$ cat config.mk
export PLATFORM = sky130hd
export DESIGN_NAME = div_sched
export DESIGN_NICKNAME = d
export VERILOG_FILES = /design/src/rtl/div_sched.sv
export SDC_FILE = /design/constraint.sdc
export NUM_CORES = 1
export LEC_CHECK = 0
export BUFFER_PORTS_ARGS = -buffer_cell sky130_fd_sc_hd__buf_4
export CORE_MARGIN = 5
export CORE_UTILIZATION = 51
export DETAILED_ROUTE_END_ITERATION = 12
export PLACE_DENSITY = 0.75
export SYNTH_ARGS = -nofsm -noshare
export SYNTH_HDL_FRONTEND = slang
export SYNTH_SLANG_ARGS = --single-unit
export TNS_END_PERCENT = 5
$ cat constraint.sdc
create_clock -name clk -period 5.3 [get_ports clk]
set_input_delay 1.59 -clock clk [delete_from_list [all_inputs] [get_ports clk]]
set_output_delay 1.59 -clock clk [all_outputs]
set_load 0.05 [all_outputs]
$ cat src/rtl/div_sched.sv
// div_sched: queues divide uops, launches one at a time into the shared divider and buffers each result for writeback
`ifndef LG_ROB_ENTRIES
`define LG_ROB_ENTRIES 6
`endif
`ifndef LG_HILO_PRF_ENTRIES
`define LG_HILO_PRF_ENTRIES 6
`endif
module div_sched #(
  parameter int LG_W = 5,
  parameter int LG_Q = 2
) (
  input  logic                              clk,
  input  logic                              reset,
  input  logic                              req_valid,
  output logic                              req_ready,
  input  logic [(1<<LG_W)-1:0]              req_srcA,
  input  logic [(1<<LG_W)-1:0]              req_srcB,
  input  logic                              req_is_signed,
  input  logic [`LG_ROB_ENTRIES-1:0]        req_rob_ptr,
  input  logic [`LG_HILO_PRF_ENTRIES-1:0]   req_hilo_ptr,
  input  logic                              flush,
  output logic                              div_start,
  output logic [(1<<LG_W)-1:0]              div_srcA,
  output logic [(1<<LG_W)-1:0]              div_srcB,
  output logic                              div_is_signed,
  output logic [`LG_ROB_ENTRIES-1:0]        div_rob_ptr,
  output logic [`LG_HILO_PRF_ENTRIES-1:0]   div_hilo_ptr,
  input  logic                              div_ready,
  input  logic                              div_complete,
  input  logic [(2<<LG_W)-1:0]              div_y,
  input  logic [`LG_ROB_ENTRIES-1:0]        div_rob_ptr_out,
  input  logic [`LG_HILO_PRF_ENTRIES-1:0]   div_hilo_ptr_out,
  output logic                              wb_valid,
  input  logic                              wb_ack,
  output logic [(2<<LG_W)-1:0]              wb_y,
  output logic [`LG_ROB_ENTRIES-1:0]        wb_rob_ptr,
  output logic [`LG_HILO_PRF_ENTRIES-1:0]   wb_hilo_ptr,
  output logic                              busy
);
  localparam int W = 1 << LG_W;
  localparam int DEPTH = 1 << LG_Q;
  localparam int RW = `LG_ROB_ENTRIES;
  localparam int HW = `LG_HILO_PRF_ENTRIES;
  typedef enum logic [1:0] {IDLE, LAUNCH, WAIT} state_t;
  state_t state, state_n;
  logic [W-1:0] q_a [DEPTH];
  logic [W-1:0] q_b [DEPTH];
  logic q_s [DEPTH];
  logic [RW-1:0] q_rob [DEPTH];
  logic [HW-1:0] q_hilo [DEPTH];
  logic [LG_Q-1:0] head, tail;
  logic [LG_Q:0] count;
  logic r_killed, enq, capture;
  assign req_ready = !count[LG_Q];
  assign enq = req_valid && req_ready && !flush;
  assign div_start = state == LAUNCH;
  assign capture = state == WAIT && div_complete && !r_killed && !flush;
  assign busy = count != '0 || state != IDLE || wb_valid;
  assign div_srcA = q_a[head];
  assign div_srcB = q_b[head];
  assign div_is_signed = q_s[head];
  assign div_rob_ptr = q_rob[head];
  assign div_hilo_ptr = q_hilo[head];
  always_comb begin
    state_n = state == IDLE ? ((count != '0 && !wb_valid && div_ready && !flush) ? LAUNCH : IDLE) :
              state == LAUNCH ? WAIT :
              div_complete ? IDLE : WAIT;
  end
  always_ff @(posedge clk) begin
    if (enq) begin
      q_a[tail] <= req_srcA;
      q_b[tail] <= req_srcB;
      q_s[tail] <= req_is_signed;
      q_rob[tail] <= req_rob_ptr;
      q_hilo[tail] <= req_hilo_ptr;
    end
  end
  always_ff @(posedge clk) begin
    if (reset || flush) begin
      head <= '0;
      tail <= '0;
      count <= '0;
    end else begin
      if (enq) tail <= tail + 1'b1;
      if (div_start) head <= head + 1'b1;
      count <= count + (LG_Q+1)'(enq) - (LG_Q+1)'(div_start);
    end
  end
  always_ff @(posedge clk) begin
    if (reset) begin
      state <= IDLE;
      r_killed <= 1'b0;
      wb_valid <= 1'b0;
      wb_y <= '0;
      wb_rob_ptr <= '0;
      wb_hilo_ptr <= '0;
    end else begin
      state <= state_n;
      if (state == WAIT && div_complete) r_killed <= 1'b0;
      else if (flush && state != IDLE) r_killed <= 1'b1;
      if (capture) begin
        wb_valid <= 1'b1;
        wb_y <= div_y;
        wb_rob_ptr <= div_rob_ptr_out;
        wb_hilo_ptr <= div_hilo_ptr_out;
      end else if (flush || wb_ack) wb_valid <= 1'b0;
    end
  end
endmodule

## Word level (Yosys, flattened, before mapping)

Memories as Yosys holds them, arrays and structs flattened. A register that Yosys moved wholly into a read port is not among the register bits.
Cells that the tools add are included.

| storage, ports and cells | value |
|---|---|
| bits in registers | 87 |
| logic and storage cells | 60 |
| output and inout bits | 157 |
| memories kept | 5 |
| bits of input ports | 160 |
| memory bits (writable) | 308 |

| cells by class | value |
|---|---|
| multiplexer cells | 18 |
| reduce and logical (&&, ||, !) cells | 22 |
| $add $sub $neg | 4 |
| eq/ne operators | 2 |

Memory list:

| memory | words | bits a word | rd ports | clocked after Yosys merged registers in | wr ports | line | text |
|---|---|---|---|---|---|---|---|
| q_a | 4 | 32 | 1 | 1 | 1 | 46 | `logic [W-1:0] q_a [DEPTH];` |
| q_b | 4 | 32 | 1 | 1 | 1 | 47 | `logic [W-1:0] q_b [DEPTH];` |
| q_hilo | 4 | 6 | 1 | 1 | 1 | 50 | `logic [HW-1:0] q_hilo [DEPTH];` |
| q_rob | 4 | 6 | 1 | 1 | 1 | 49 | `logic [RW-1:0] q_rob [DEPTH];` |
| q_s | 4 | 1 | 1 | 1 | 1 | 48 | `logic q_s [DEPTH];` |

Operators by type and width:

| kind | number |
|---|---|
| $mux 2 | 13 |
| $logic_and 1x1->1 | 9 |
| $mux 1 | 5 |
| $add 2x1->2 const B | 2 |
| $logic_not 1->1 | 4 |
| $logic_or 1x1->1 | 4 |
| $reduce_bool 2->1 | 2 |
| $add 3x1->3 | 1 |
| $reduce_bool 3->1 | 1 |
| $sub 3x1->3 | 1 |
| $eq 2x1->1 const B | 1 |
| $eq 2x2->1 const B | 1 |
| $logic_not 2->1 | 1 |
| $reduce_or 2->1 | 1 |

## Longest topological paths before layout

| depth | value |
|---|---|
| depth in word-level cells | 6 |
| gate-level depth with buffers | 8 |
| depth with buffers taken out | 8 |

## Worst setup path before layout

Ideal clock, no wire load.

| timing path | value |
|---|---|
| path kind | input-to-reg |
| from | in req_valid |
| to | mem q_a[0][0] (netlist name), enable pin |
| data required time | 4.856 ns |
| path buffers | 0 |
| cell stages on the path | 3 |
| library setup time | 0.444 ns |
| slack | 0.897 ns |
| arrival time | 3.959 ns |
| cell sequence | nor2b_1 nor2b_1 and2_1 |

| between the ends | value |
|---|---|
| word-level cells in the longest chain between the ends | 4 |

Ends and longest elaborated chain:

| item | line | text |
|---|---|---|
| start, declared | 14 | `input logic req_valid,` |
| $logic_and 1x1->1 (2 in a row) | 55 | `assign enq = req_valid && req_ready && !flush;` |
| $mux 1 | 70 | `if (enq) begin` |
| $mux 1 (not written as such) | 71 | `q_a[tail] <= req_srcA;` |
| end, declared | 46 |  |

Every way passes these cells.

==> key figures <==
Drt
  • Via count: 8017
  • Initial drt markers: 522
  • Routed Antenna Nets: 0
  • DR pass1 iterations: 4
  • Drt drc: 0
  • Post-DR vias/cell: 5.19
  • Average wire per standard cell: 20.2 microns
  • Final wirelength: 31100 microns

Logic synthesis
  • Syn nets: 963
  • Yosys top cell area share: 61.4%
  • Yosys cell types: 26
  • #FFs+latches synth: 397
  • Syn Inst Count: 797
  • Seq/Total Area, Yosys: 73.2%
  • Yosys top cell by area: edfxtp_1
  • Yosys warns: 0
  • Mapped cell area: 15100 sq um
  • Syn_area_per_cell: 18.9 sq um
  • Synth top area cells: edfxtp_1 61%, dfxtp_1 12%, mux4_2 12%, nand2b_1 6.4%, mux2i_1 5.1%

Critical path
  • CP startpoint kind: flip-flop
  • Worst path arrival time: 2580 ps
  • R2R setup slack: 2790 ps
  • Crit path capture type: primary output
  • CP required: 3710 ps
  • Class of the most critical setup path: reg2out
  • Crit path max fanout: 37

Clock tree
  • Reg clk slew, reported paths: 70 ps
  • Sink Count: 397
  • Root Driver: clkbuf_16
  • Worst skew pair latency: 520 ps
  • Setup Buffers After CTS: 0
  • Hold-fix buffers at CTS: 0
  • CTS tree: yes
  • Cts repair resizes: 0
  • H-tree levels: 2
  • CTS Buf Count: 40
  • CTS Buffer Depth: 3

Finish
  • Area grow syn2layout: 26.9%
  • Commonest non-fill, non-tap cells in the layout: 327 x buf_4, 308 x edfxtp_1, 153 x nand2b_1
  • Antenna diodes: 0
  • Share of layout cells above drive strength 1: 41.0%
  • Layout fillers: 2067
  • Fin nets: 1290
  • Commonest non-fill, non-tap cell in the layout: buf_4

Power and ir drop
  • Worst IR Drop VDD: 196 uV
  • Internal power: 5.17 mW
  • Design Power: 6.54 mW
  • Switch Pwr: 1.37 mW
  • Flop pwr share: 52.2%
  • Pwr dens: 342 nW/um^2
  • Static Leak: 6.76 nW
  • Comb power frac: 6.1%
  • Switching Share: 20.9%
  • Power share of the clock group: 41.7%

Floorplan
  • Die ar.: 33100 sq um
  • Die W: 182 microns
  • Core Area: 29400 sq um
  • Row count: 63
  • Initial Util: 51.2%
  • Ports: 317
  • Die height: 182 microns

Timing
  • Max_slew headroom: 24.8%
  • Final Cycle Share: 78.7%
  • Final hold violation count: 0
  • Max-slew violations: 0
  • Setup TNS: 0 ps
  • Final min period: 4170 ps
  • F_max: 240 MHz
  • RSZ-0062 raised after global routing: false
  • Slew @ Worst Pin: 1130 ps
  • Final hold slack: 473 ps
  • Layout Skew: 10.2 ps
  • Final setup viols: 0

Global routing
  • Initial antenna violation count: 1
  • Gr usage total: 18.6%
  • First-pass GRT wire length: 48200 microns
  • Congestion Overflow GR: 0
  • Vias in the first global route: 8538
  • Largest net degree at the start of global routing: 158

Placed design
  • IO buf count: 316
  • RD Place Congestion: 0.767
  • DP HPWL: 20600 microns

Job
  • Max Cap Viol: 0

Status
  • Status: finished clean

Min path
  • HP Class: reg2reg
[critical path: stages, from the launching register on]
cell and delay, ps:
dfxtp_4 860, buf_4 430, mux4_2 540, buf_4 210
[metal layers]
metal  vias up  track usage (%)  routed length [microns]
met3        44             6.89                     3380
li1       3677                -                        -
met5         -                0                       15
met1      3954             24.2                    12300
met4         2             4.14                      480
met2       340             30.3                    15000
[flip-flops by register name, indices dropped and copies added (netlist names), named ones only]
name / count
q_a: 128
q_b: 128
wb_y: 64
q_hilo: 24
q_rob: 24
wb_hilo_ptr: 6
wb_rob_ptr: 6
q_s: 4
count: 3
head: 2
state: 2
tail: 2
r_killed: 1
wb_valid: 1
[cells in the mapped netlist (all sizes together)]
cell type    n
nor3b        1
nor2        11
nand3b       1
edfxtp     308
nand2        3
nor4         1
nor2b        3
xor2         2
and2         6
or2          2
mux4        77
inv          4
buf         20
ha           5
nor3         2
a21oi        1
dfxtp       89
nand2b     153
xnor2        4
and4b        1
fa           1
mux2i       77
clkbuf      24
o21ba        1
[path summary, 6_finish.rpt]
check	from	to	depth (start not counted)
worst max-delay path	flip-flop	div_srcB[7]	3
worst min-delay path	wb_y[30]	wb_y[30]	2
worst max register to register	count[2]	q_hilo[0][3]	4
worst min register to register	wb_y[30]	wb_y[30]	2
[stage by stage]
step	cell area, sq um	setup WS, ps	utilization (%)	std cells
6_report	19100	1130	65.0	1545
5_1_grt	19100	900	65.0	1545
4_1_cts	19100	1020	65.0	1545
3_5_place_dp	17800	1430	60.7	1472
3_3_place_gp	17800	1490	60.7	1472
2_1_floorplan	15100	897	-	797
[power by group through the flow]
stage	registers (mW)	clock network, mW	logic, mW
5_1_grt	3.41	2.93	0.424
3_3_place_gp	3.48	0	0.397
4_1_cts	3.41	2.80	0.403
6_report	3.41	2.73	0.398
3_5_place_dp	3.48	0	0.402
2_1_floorplan	3.48	0	0.204
[cell type report]
cell class / count / area [sq um] / area share [%]
clock buffer: 53 / 1080 / 5.65
clock inverter: 20 / 205 / 1.07
inverter: 4 / 15.0 / 0.0785
multi-input combinational: 352 / 3800 / 19.9
sequential: 397 / 11000 / 57.7
tap: 390 / 488 / 2.55
timing repair buffer: 329 / 2490 / 13.0
[kinds of logic (layout without fill, tap and decap cells)]
logic type,after synthesis,count (layout),share of synthesized area [%]
flip-flops,397,397,73.2
AND/OR/NAND/NOR,184,184,7.53
adder cells (fa/ha/maj),6,6,0.548
AO/OA/AOI/OAI,2,2,0.0996
multiplexers,154,154,16.6
buffers and inverters,48,406,1.64
XOR/XNOR,6,6,0.349
Power figures use the tool's default switching activity.
